==> src/rtl/x_23k640_req_queue_if.sv <==
// Application-side request/completion bundle for the 23K640 request queue.
// The slave modport is the queue itself; the master modport is the requesting client.
interface x_23k640_req_queue_if #(
  parameter int TAG_W = 4
) ();
  logic             req_valid;
  logic             req_ready;
  logic             req_rd_n_wr;
  logic [15:0]      req_addr;
  logic [7:0]       req_wdata;
  logic [TAG_W-1:0] req_tag;
  logic             cpl_valid;
  logic             cpl_ready;
  logic             cpl_rd_n_wr;
  logic [TAG_W-1:0] cpl_tag;
  logic [7:0]       cpl_rdata;

  modport slave (
    input  req_valid, req_rd_n_wr, req_addr, req_wdata, req_tag, cpl_ready,
    output req_ready, cpl_valid, cpl_rd_n_wr, cpl_tag, cpl_rdata
  );

  modport master (
    output req_valid, req_rd_n_wr, req_addr, req_wdata, req_tag, cpl_ready,
    input  req_ready, cpl_valid, cpl_rd_n_wr, cpl_tag, cpl_rdata
  );
endinterface

==> src/rtl/x_23k640_req_queue.sv <==
// Tagged request FIFO, in-order completion buffer and stall-aware advance strobe
// sitting in front of the 23K640 SPI SRAM controller.
module x_23k640_req_queue #(
  parameter int DEPTH     = 4,
  parameter int CPL_DEPTH = 2,
  parameter int ADV_DIV   = 4,
  parameter int TAG_W     = 4
) (
  input  logic                  i_clk,
  input  logic                  i_rst_n,
  x_23k640_req_queue_if.slave   app,
  output logic                  o_advance,
  output logic                  o_valid,
  input  logic                  i_accept,
  output logic                  o_rd_n_wr,
  output logic [15:0]           o_addr,
  output logic [7:0]            o_wdata,
  input  logic                  i_ready,
  input  logic [7:0]            i_rdata
);

  localparam int PTR_W  = $clog2(DEPTH);
  localparam int CNT_W  = PTR_W + 1;
  localparam int CPTR_W = $clog2(CPL_DEPTH);
  localparam int CCNT_W = CPTR_W + 1;
  localparam int ADV_W  = (ADV_DIV > 1) ? $clog2(ADV_DIV) : 1;

  typedef struct packed {
    logic             rd_n_wr;
    logic [15:0]      addr;
    logic [7:0]       wdata;
    logic [TAG_W-1:0] tag;
  } req_t;

  typedef struct packed {
    logic             rd_n_wr;
    logic [TAG_W-1:0] tag;
    logic [7:0]       rdata;
  } cpl_t;

  req_t               req_mem_q [DEPTH];
  logic [PTR_W-1:0]   wr_ptr_q, wr_ptr_d, rd_ptr_q, rd_ptr_d;
  logic [CNT_W-1:0]   cnt_q, cnt_d;
  logic               push, pop;
  req_t               req_in, head;

  cpl_t               cpl_mem_q [CPL_DEPTH];
  logic [CPTR_W-1:0]  cpl_wr_ptr_q, cpl_wr_ptr_d, cpl_rd_ptr_q, cpl_rd_ptr_d;
  logic [CCNT_W-1:0]  cpl_cnt_q, cpl_cnt_d;
  logic               cpl_push, cpl_pop;
  cpl_t               cpl_in, cpl_head;

  logic [ADV_W-1:0]   adv_cnt_q, adv_cnt_d;
  logic               adv_q, adv_d;
  logic               stall, adv_wrap;

  // Ready depends only on the registered count, so a pop never frees a slot in the same cycle.
  assign app.req_ready = (cnt_q != CNT_W'(DEPTH));
  assign o_valid       = (cnt_q != '0);
  assign push          = app.req_valid & app.req_ready;
  assign pop           = i_accept & o_valid;

  assign req_in = '{rd_n_wr: app.req_rd_n_wr, addr: app.req_addr,
                    wdata: app.req_wdata, tag: app.req_tag};
  assign head   = req_mem_q[rd_ptr_q];

  assign o_rd_n_wr = o_valid & head.rd_n_wr;
  assign o_addr    = o_valid ? head.addr  : '0;
  assign o_wdata   = o_valid ? head.wdata : '0;

  assign cpl_push = pop;
  assign cpl_pop  = app.cpl_valid & app.cpl_ready;
  assign cpl_in   = '{rd_n_wr: head.rd_n_wr, tag: head.tag,
                      rdata: (head.rd_n_wr & i_ready) ? i_rdata : 8'h00};
  assign cpl_head = cpl_mem_q[cpl_rd_ptr_q];

  assign app.cpl_valid   = (cpl_cnt_q != '0);
  assign app.cpl_rd_n_wr = app.cpl_valid & cpl_head.rd_n_wr;
  assign app.cpl_tag     = app.cpl_valid ? cpl_head.tag   : '0;
  assign app.cpl_rdata   = app.cpl_valid ? cpl_head.rdata : '0;

  assign stall    = (cpl_cnt_q == CCNT_W'(CPL_DEPTH));
  assign adv_wrap = (adv_cnt_q == ADV_W'(ADV_DIV - 1));
  assign o_advance = adv_q;

  always_comb begin
    wr_ptr_d = wr_ptr_q;
    rd_ptr_d = rd_ptr_q;
    cnt_d    = cnt_q;
    if (push) wr_ptr_d = wr_ptr_q + PTR_W'(1);
    if (pop)  rd_ptr_d = rd_ptr_q + PTR_W'(1);
    if (push && !pop)      cnt_d = cnt_q + CNT_W'(1);
    else if (!push && pop) cnt_d = cnt_q - CNT_W'(1);
  end

  always_comb begin
    cpl_wr_ptr_d = cpl_wr_ptr_q;
    cpl_rd_ptr_d = cpl_rd_ptr_q;
    cpl_cnt_d    = cpl_cnt_q;
    if (cpl_push) cpl_wr_ptr_d = cpl_wr_ptr_q + CPTR_W'(1);
    if (cpl_pop)  cpl_rd_ptr_d = cpl_rd_ptr_q + CPTR_W'(1);
    if (cpl_push && !cpl_pop)      cpl_cnt_d = cpl_cnt_q + CCNT_W'(1);
    else if (!cpl_push && cpl_pop) cpl_cnt_d = cpl_cnt_q - CCNT_W'(1);
  end

  // A full completion buffer freezes the divider, so the controller cannot start another transfer.
  always_comb begin
    adv_cnt_d = adv_cnt_q;
    adv_d     = 1'b0;
    if (!stall) begin
      adv_d     = adv_wrap;
      adv_cnt_d = adv_wrap ? '0 : adv_cnt_q + ADV_W'(1);
    end
  end

  always_ff @(posedge i_clk) begin
    if (!i_rst_n) begin
      wr_ptr_q     <= '0;
      rd_ptr_q     <= '0;
      cnt_q        <= '0;
      cpl_wr_ptr_q <= '0;
      cpl_rd_ptr_q <= '0;
      cpl_cnt_q    <= '0;
      adv_cnt_q    <= '0;
      adv_q        <= 1'b0;
    end else begin
      wr_ptr_q     <= wr_ptr_d;
      rd_ptr_q     <= rd_ptr_d;
      cnt_q        <= cnt_d;
      cpl_wr_ptr_q <= cpl_wr_ptr_d;
      cpl_rd_ptr_q <= cpl_rd_ptr_d;
      cpl_cnt_q    <= cpl_cnt_d;
      adv_cnt_q    <= adv_cnt_d;
      adv_q        <= adv_d;
    end
  end

  // Entry storage carries no reset; outputs are masked by the valid flags instead.
  always_ff @(posedge i_clk) begin
    if (push) req_mem_q[wr_ptr_q] <= req_in;
    if (cpl_push) cpl_mem_q[cpl_wr_ptr_q] <= cpl_in;
  end

endmodule

==> src/flat_wrapper.sv <==
// flat-port wrapper written by rule: the top's interface ports become plain ports
module x_23k640_req_queue_flat 
#(
  parameter int DEPTH     = 4,
  parameter int CPL_DEPTH = 2,
  parameter int ADV_DIV   = 4,
  parameter int TAG_W     = 4
)
  (i_clk, i_rst_n, o_advance, o_valid, i_accept, o_rd_n_wr, o_addr, o_wdata, i_ready, i_rdata, app_req_valid, app_req_rd_n_wr, app_req_addr, app_req_wdata, app_req_tag, app_cpl_ready, app_req_ready, app_cpl_valid, app_cpl_rd_n_wr, app_cpl_tag, app_cpl_rdata);
  x_23k640_req_queue_if #(.TAG_W(TAG_W)) app_i ();
  input  logic i_clk;
  input  logic i_rst_n;
  output logic o_advance;
  output logic o_valid;
  input  logic i_accept;
  output logic o_rd_n_wr;
  output logic [15:0] o_addr;
  output logic [7:0] o_wdata;
  input  logic i_ready;
  input  logic [7:0] i_rdata;
  input wire logic [$bits(app_i.req_valid)-1:0] app_req_valid;
  input wire logic [$bits(app_i.req_rd_n_wr)-1:0] app_req_rd_n_wr;
  input wire logic [$bits(app_i.req_addr)-1:0] app_req_addr;
  input wire logic [$bits(app_i.req_wdata)-1:0] app_req_wdata;
  input wire logic [$bits(app_i.req_tag)-1:0] app_req_tag;
  input wire logic [$bits(app_i.cpl_ready)-1:0] app_cpl_ready;
  output wire logic [$bits(app_i.req_ready)-1:0] app_req_ready;
  output wire logic [$bits(app_i.cpl_valid)-1:0] app_cpl_valid;
  output wire logic [$bits(app_i.cpl_rd_n_wr)-1:0] app_cpl_rd_n_wr;
  output wire logic [$bits(app_i.cpl_tag)-1:0] app_cpl_tag;
  output wire logic [$bits(app_i.cpl_rdata)-1:0] app_cpl_rdata;
  assign app_i.req_valid = app_req_valid;
  assign app_i.req_rd_n_wr = app_req_rd_n_wr;
  assign app_i.req_addr = app_req_addr;
  assign app_i.req_wdata = app_req_wdata;
  assign app_i.req_tag = app_req_tag;
  assign app_i.cpl_ready = app_cpl_ready;
  assign app_req_ready = app_i.req_ready;
  assign app_cpl_valid = app_i.cpl_valid;
  assign app_cpl_rd_n_wr = app_i.cpl_rd_n_wr;
  assign app_cpl_tag = app_i.cpl_tag;
  assign app_cpl_rdata = app_i.cpl_rdata;
  x_23k640_req_queue #(.DEPTH(DEPTH), .CPL_DEPTH(CPL_DEPTH), .ADV_DIV(ADV_DIV), .TAG_W(TAG_W)) u_core (.i_clk(i_clk), .i_rst_n(i_rst_n), .app(app_i), .o_advance(o_advance), .o_valid(o_valid), .i_accept(i_accept), .o_rd_n_wr(o_rd_n_wr), .o_addr(o_addr), .o_wdata(o_wdata), .i_ready(i_ready), .i_rdata(i_rdata));
endmodule
==> config.mk <==
export PLATFORM = sky130hd
export DESIGN_NAME = x_23k640_req_queue_flat
export DESIGN_NICKNAME = d
export VERILOG_FILES = /design/src/rtl/x_23k640_req_queue_if.sv /design/src/rtl/x_23k640_req_queue.sv /design/src/flat_wrapper.sv
export SDC_FILE = /design/constraint.sdc
export NUM_CORES = 1
export LEC_CHECK = 0
export ABC_AREA = 0
export CORE_AREA = 4 4 113 115
export CTS_CLUSTER_DIAMETER = 80
export CTS_CLUSTER_SIZE = 10
export DETAILED_ROUTE_END_ITERATION = 10
export DIE_AREA = 0 0 117 119
export PLACE_DENSITY = 0.89
export SYNTH_ARGS = -nofsm -noshare
export SYNTH_HDL_FRONTEND = slang
export SYNTH_SLANG_ARGS = --single-unit
==> constraint.sdc <==
create_clock -name i_clk -period 2.67 [get_ports i_clk]
set_input_delay 0.267 -clock i_clk [delete_from_list [all_inputs] [get_ports i_clk]]
set_output_delay 0.267 -clock i_clk [all_outputs]
set_load 0.01 [all_outputs]
==> impl_metrics.env <==
export IMPL_outcome="complete, no violations"
export IMPL_grt_util_all_layers=0.171
export IMPL_yosys_warnings=0
export IMPL_ctsHoldBuffers=0
export IMPL_p_leak_nw=2.70
export IMPL_slew_headroom=0.502
export IMPL_dpl_worst_slack_ns=0.272
export IMPL_period_needed_ns=2.54
export IMPL_route_detailed_drc=0
export IMPL_io_buffers=84
export IMPL_cts_tree="done"
export IMPL_path_max_fanout=17
export IMPL_synth_main_ff_cell="edfxtp_1"
export IMPL_min_path_type="input pin to flop"
export IMPL_netlist_area_leader_share=0.682
export IMPL_antenna_found_initial=0
export IMPL_worstSetupEndpointType="primary output"
export IMPL_synthArstFlopShare=0
export IMPL_grt_pass1_vias=3294
export IMPL_synthDistinctLibCells=27
export IMPL_cts_buffer_depth=2
export IMPL_drv_slew=0
export IMPL_drv_cap=0
export IMPL_cp_arrival_ns=2.28
export IMPL_postSynthNetCount=375
export IMPL_cts_root_buf="clkbuf_16"
export IMPL_cts_reportedPaths_clkPinSlew_ns=0.06
export IMPL_die_x_um=117
export IMPL_drt_first_pass_iters=4
export IMPL_ys_seq_area_frac=0.736
export IMPL_start_kind="flop"
export IMPL_layout_nets=476
export IMPL_max_freq_ghz=0.393
export IMPL_fill_cells=790
export IMPL_overflow=0
export IMPL_ant_nets=0
export IMPL_ys_ff_latch=159
export IMPL_start_util=0.529
export IMPL_setup_viol=0
export IMPL_r2r_cells=8
export IMPL_area_growth_pct=26.9
export IMPL_syn_area_per_cell_um2=19.3
export IMPL_die_area_um2=13900
export IMPL_diodes=0
export IMPL_worstPathRequired_ns=2.40
export IMPL_cts_buffers=17
export IMPL_power_density_nw_per_um2=1010
export IMPL_whs_ns=0.473
export IMPL_worst_slack_ns=0.128
export IMPL_utilization=0.672
export IMPL_syn_area_um2=6250
export IMPL_hold_depth=1
export IMPL_drive_gt1_frac=0.155
export IMPL_clkLatencyLatePin_ns=0.42
export IMPL_cts_resized=0
export IMPL_criticalPathCategory="flop to primary output"
export IMPL_vias=3164
export IMPL_grt_pass1_wl_um=17500
export IMPL_post_cts_buffers=0
export IMPL_synth_area_leaders="edfxtp_1 68%, mux4_2 7.2%, dfxtp_1 5.4%"
export IMPL_dp_hpwl_um=7230
export IMPL_grt_max_degree=30
export IMPL_place_gp_congestion=0.729
export IMPL_power_mw=8.03
export IMPL_drt_iter0_drc=199
export IMPL_cts_max_level=4
export IMPL_synth_top_cell_by_area="edfxtp_1"
export IMPL_cts_sinks=159
export IMPL_die_h_um=119
export IMPL_syn_instance_count=324
export IMPL_synth_edf_count=142
export IMPL_finalHoldViolCount=0
export IMPL_fin_skew_ns=0.0105
export IMPL_viasPerCell=5.41
export IMPL_core_um2=11800
export IMPL_tightest_slew_ns=0.747
export IMPL_period_share=0.952
export IMPL_wl_um=11100
export IMPL_wl_per_cell_um=18.9
export IMPL_rsz0062_at_grt="false"
export IMPL_ir_worst_vdd_mv=0.576
export IMPL_rows=40
export IMPL_tns_ns=0
export IMPL_io_pins=85
[metrics by stage]
step / std cells / area [um^2]
global route: 585 / 7930
global placement: 553 / 7350
finish: 585 / 7930
floorplan: 324 / 6250
CTS: 585 / 7930
detailed placement: 553 / 7350
[where the power goes]
group	total, mW	internal [mW]	switching [mW]
Sequential	3.30	3.12	0.172
Clock	2.37	1.39	0.971
Combinational	2.37	1.32	1.05
[Yosys cell counts (5+ instances only)]
master,instances
inv_1,5
ha_1,7
mux4_1,9
edfxtp_1,142
and2_1,37
nor2_1,17
and3_1,10
nand2_1,5
mux4_2,20
clkbuf_1,5
mux2i_1,18
dfxtp_1,17
xnor2_1,5
buf_2,5
[critical path: stages (launching register included)]
cell	delay (ns)
dfxtp_2	0.35
buf_12	0.18
mux4_2	0.65
and2_1	0.20
clkdlybuf4s50_1	0.47
[cell families (layout without fill, tap and decap cells)]
family,after synthesis,after routing,share of synthesized area
AOI/OAI and AO/OA,9,9,0.0126
xor gates and xnor gates,7,7,0.00980
adders and majority gates,8,8,0.0172
buffers and inverters,18,132,0.0182
DFF,159,159,0.736
muxes,47,47,0.139
and+or+nand+nor,76,76,0.0672
[state kept, by name (all words and copies together) (netlist names), named ones only]
register	flops
u_core.adv_cnt_q	2
u_core.cnt_q	3
u_core.cpl_cnt_q	2
u_core.cpl_mem_q	26
u_core.cpl_rd_ptr_q	1
u_core.cpl_wr_ptr_q	1
u_core.o_advance	1
u_core.rd_ptr_q	2
u_core.req_mem_q	116
u_core.wr_ptr_q	2
[path summary, 6_finish.rpt]
check | startpoint | endpoint | slack (ns)
worst min-delay path | app_req_addr[2] | u_core.req_mem_q[3][14] | 0.47
worst max-delay path | flop | o_rd_n_wr | 0.13
worst max register to register | u_core.cnt_q[0] | u_core.cnt_q[2] | 0.39
worst min register to register | u_core.wr_ptr_q[1] | u_core.wr_ptr_q[1] | 0.52
[final cells by class]
type,instances,area [um^2],area share
sequential,159,4610,0.581
multi-input combinational,147,1540,0.194
timing repair buffer,95,998,0.126
clock buffer,18,429,0.0541
tap,147,184,0.0232
clock inverter,14,158,0.0199
inverter,5,18.8,0.00237
[cell usage in the layout (no fill, tap or decap)]
| cell | n |
|---|---|
| clkbuf_16 | 17 |
| edfxtp_1 | 142 |
| buf_12 | 6 |
| o311ai_0 | 1 |
| clkdlybuf4s50_1 | 84 |
| or3_1 | 3 |
| nand2_1 | 5 |
| dfxtp_1 | 16 |
| nor2b_1 | 3 |
| and2_1 | 33 |
| inv_8 | 1 |
| mux2i_1 | 18 |
| clkbuf_1 | 1 |
| dfxtp_2 | 1 |
| buf_4 | 5 |
| ha_1 | 7 |
| xor2_1 | 2 |
| o31ai_4 | 1 |
| mux4_2 | 20 |
| nor2_1 | 17 |
| and2_2 | 4 |
| a21boi_2 | 1 |
| bufinv_16 | 2 |
| inv_6 | 5 |
| clkinv_4 | 1 |
| mux4_1 | 9 |
| fa_1 | 1 |
| clkinv_1 | 1 |
| a21boi_0 | 2 |
| and3_1 | 10 |
| nand2b_1 | 1 |
| o21ai_0 | 3 |
| inv_1 | 5 |
| o21a_1 | 1 |
| clkinvlp_4 | 4 |
| xnor2_1 | 5 |
[per-layer routing]
metal | GRT usage | wire, um | vias up
met2 | 0.275 | 5650 | 120
met4 | 0.0602 | 154 | 0
li1 | - | - | 1466
met3 | 0.0534 | 731 | 13
met1 | 0.220 | 4520 | 1565
met5 | 0 | 0 | -
Power figures use the tool's default switching activity.
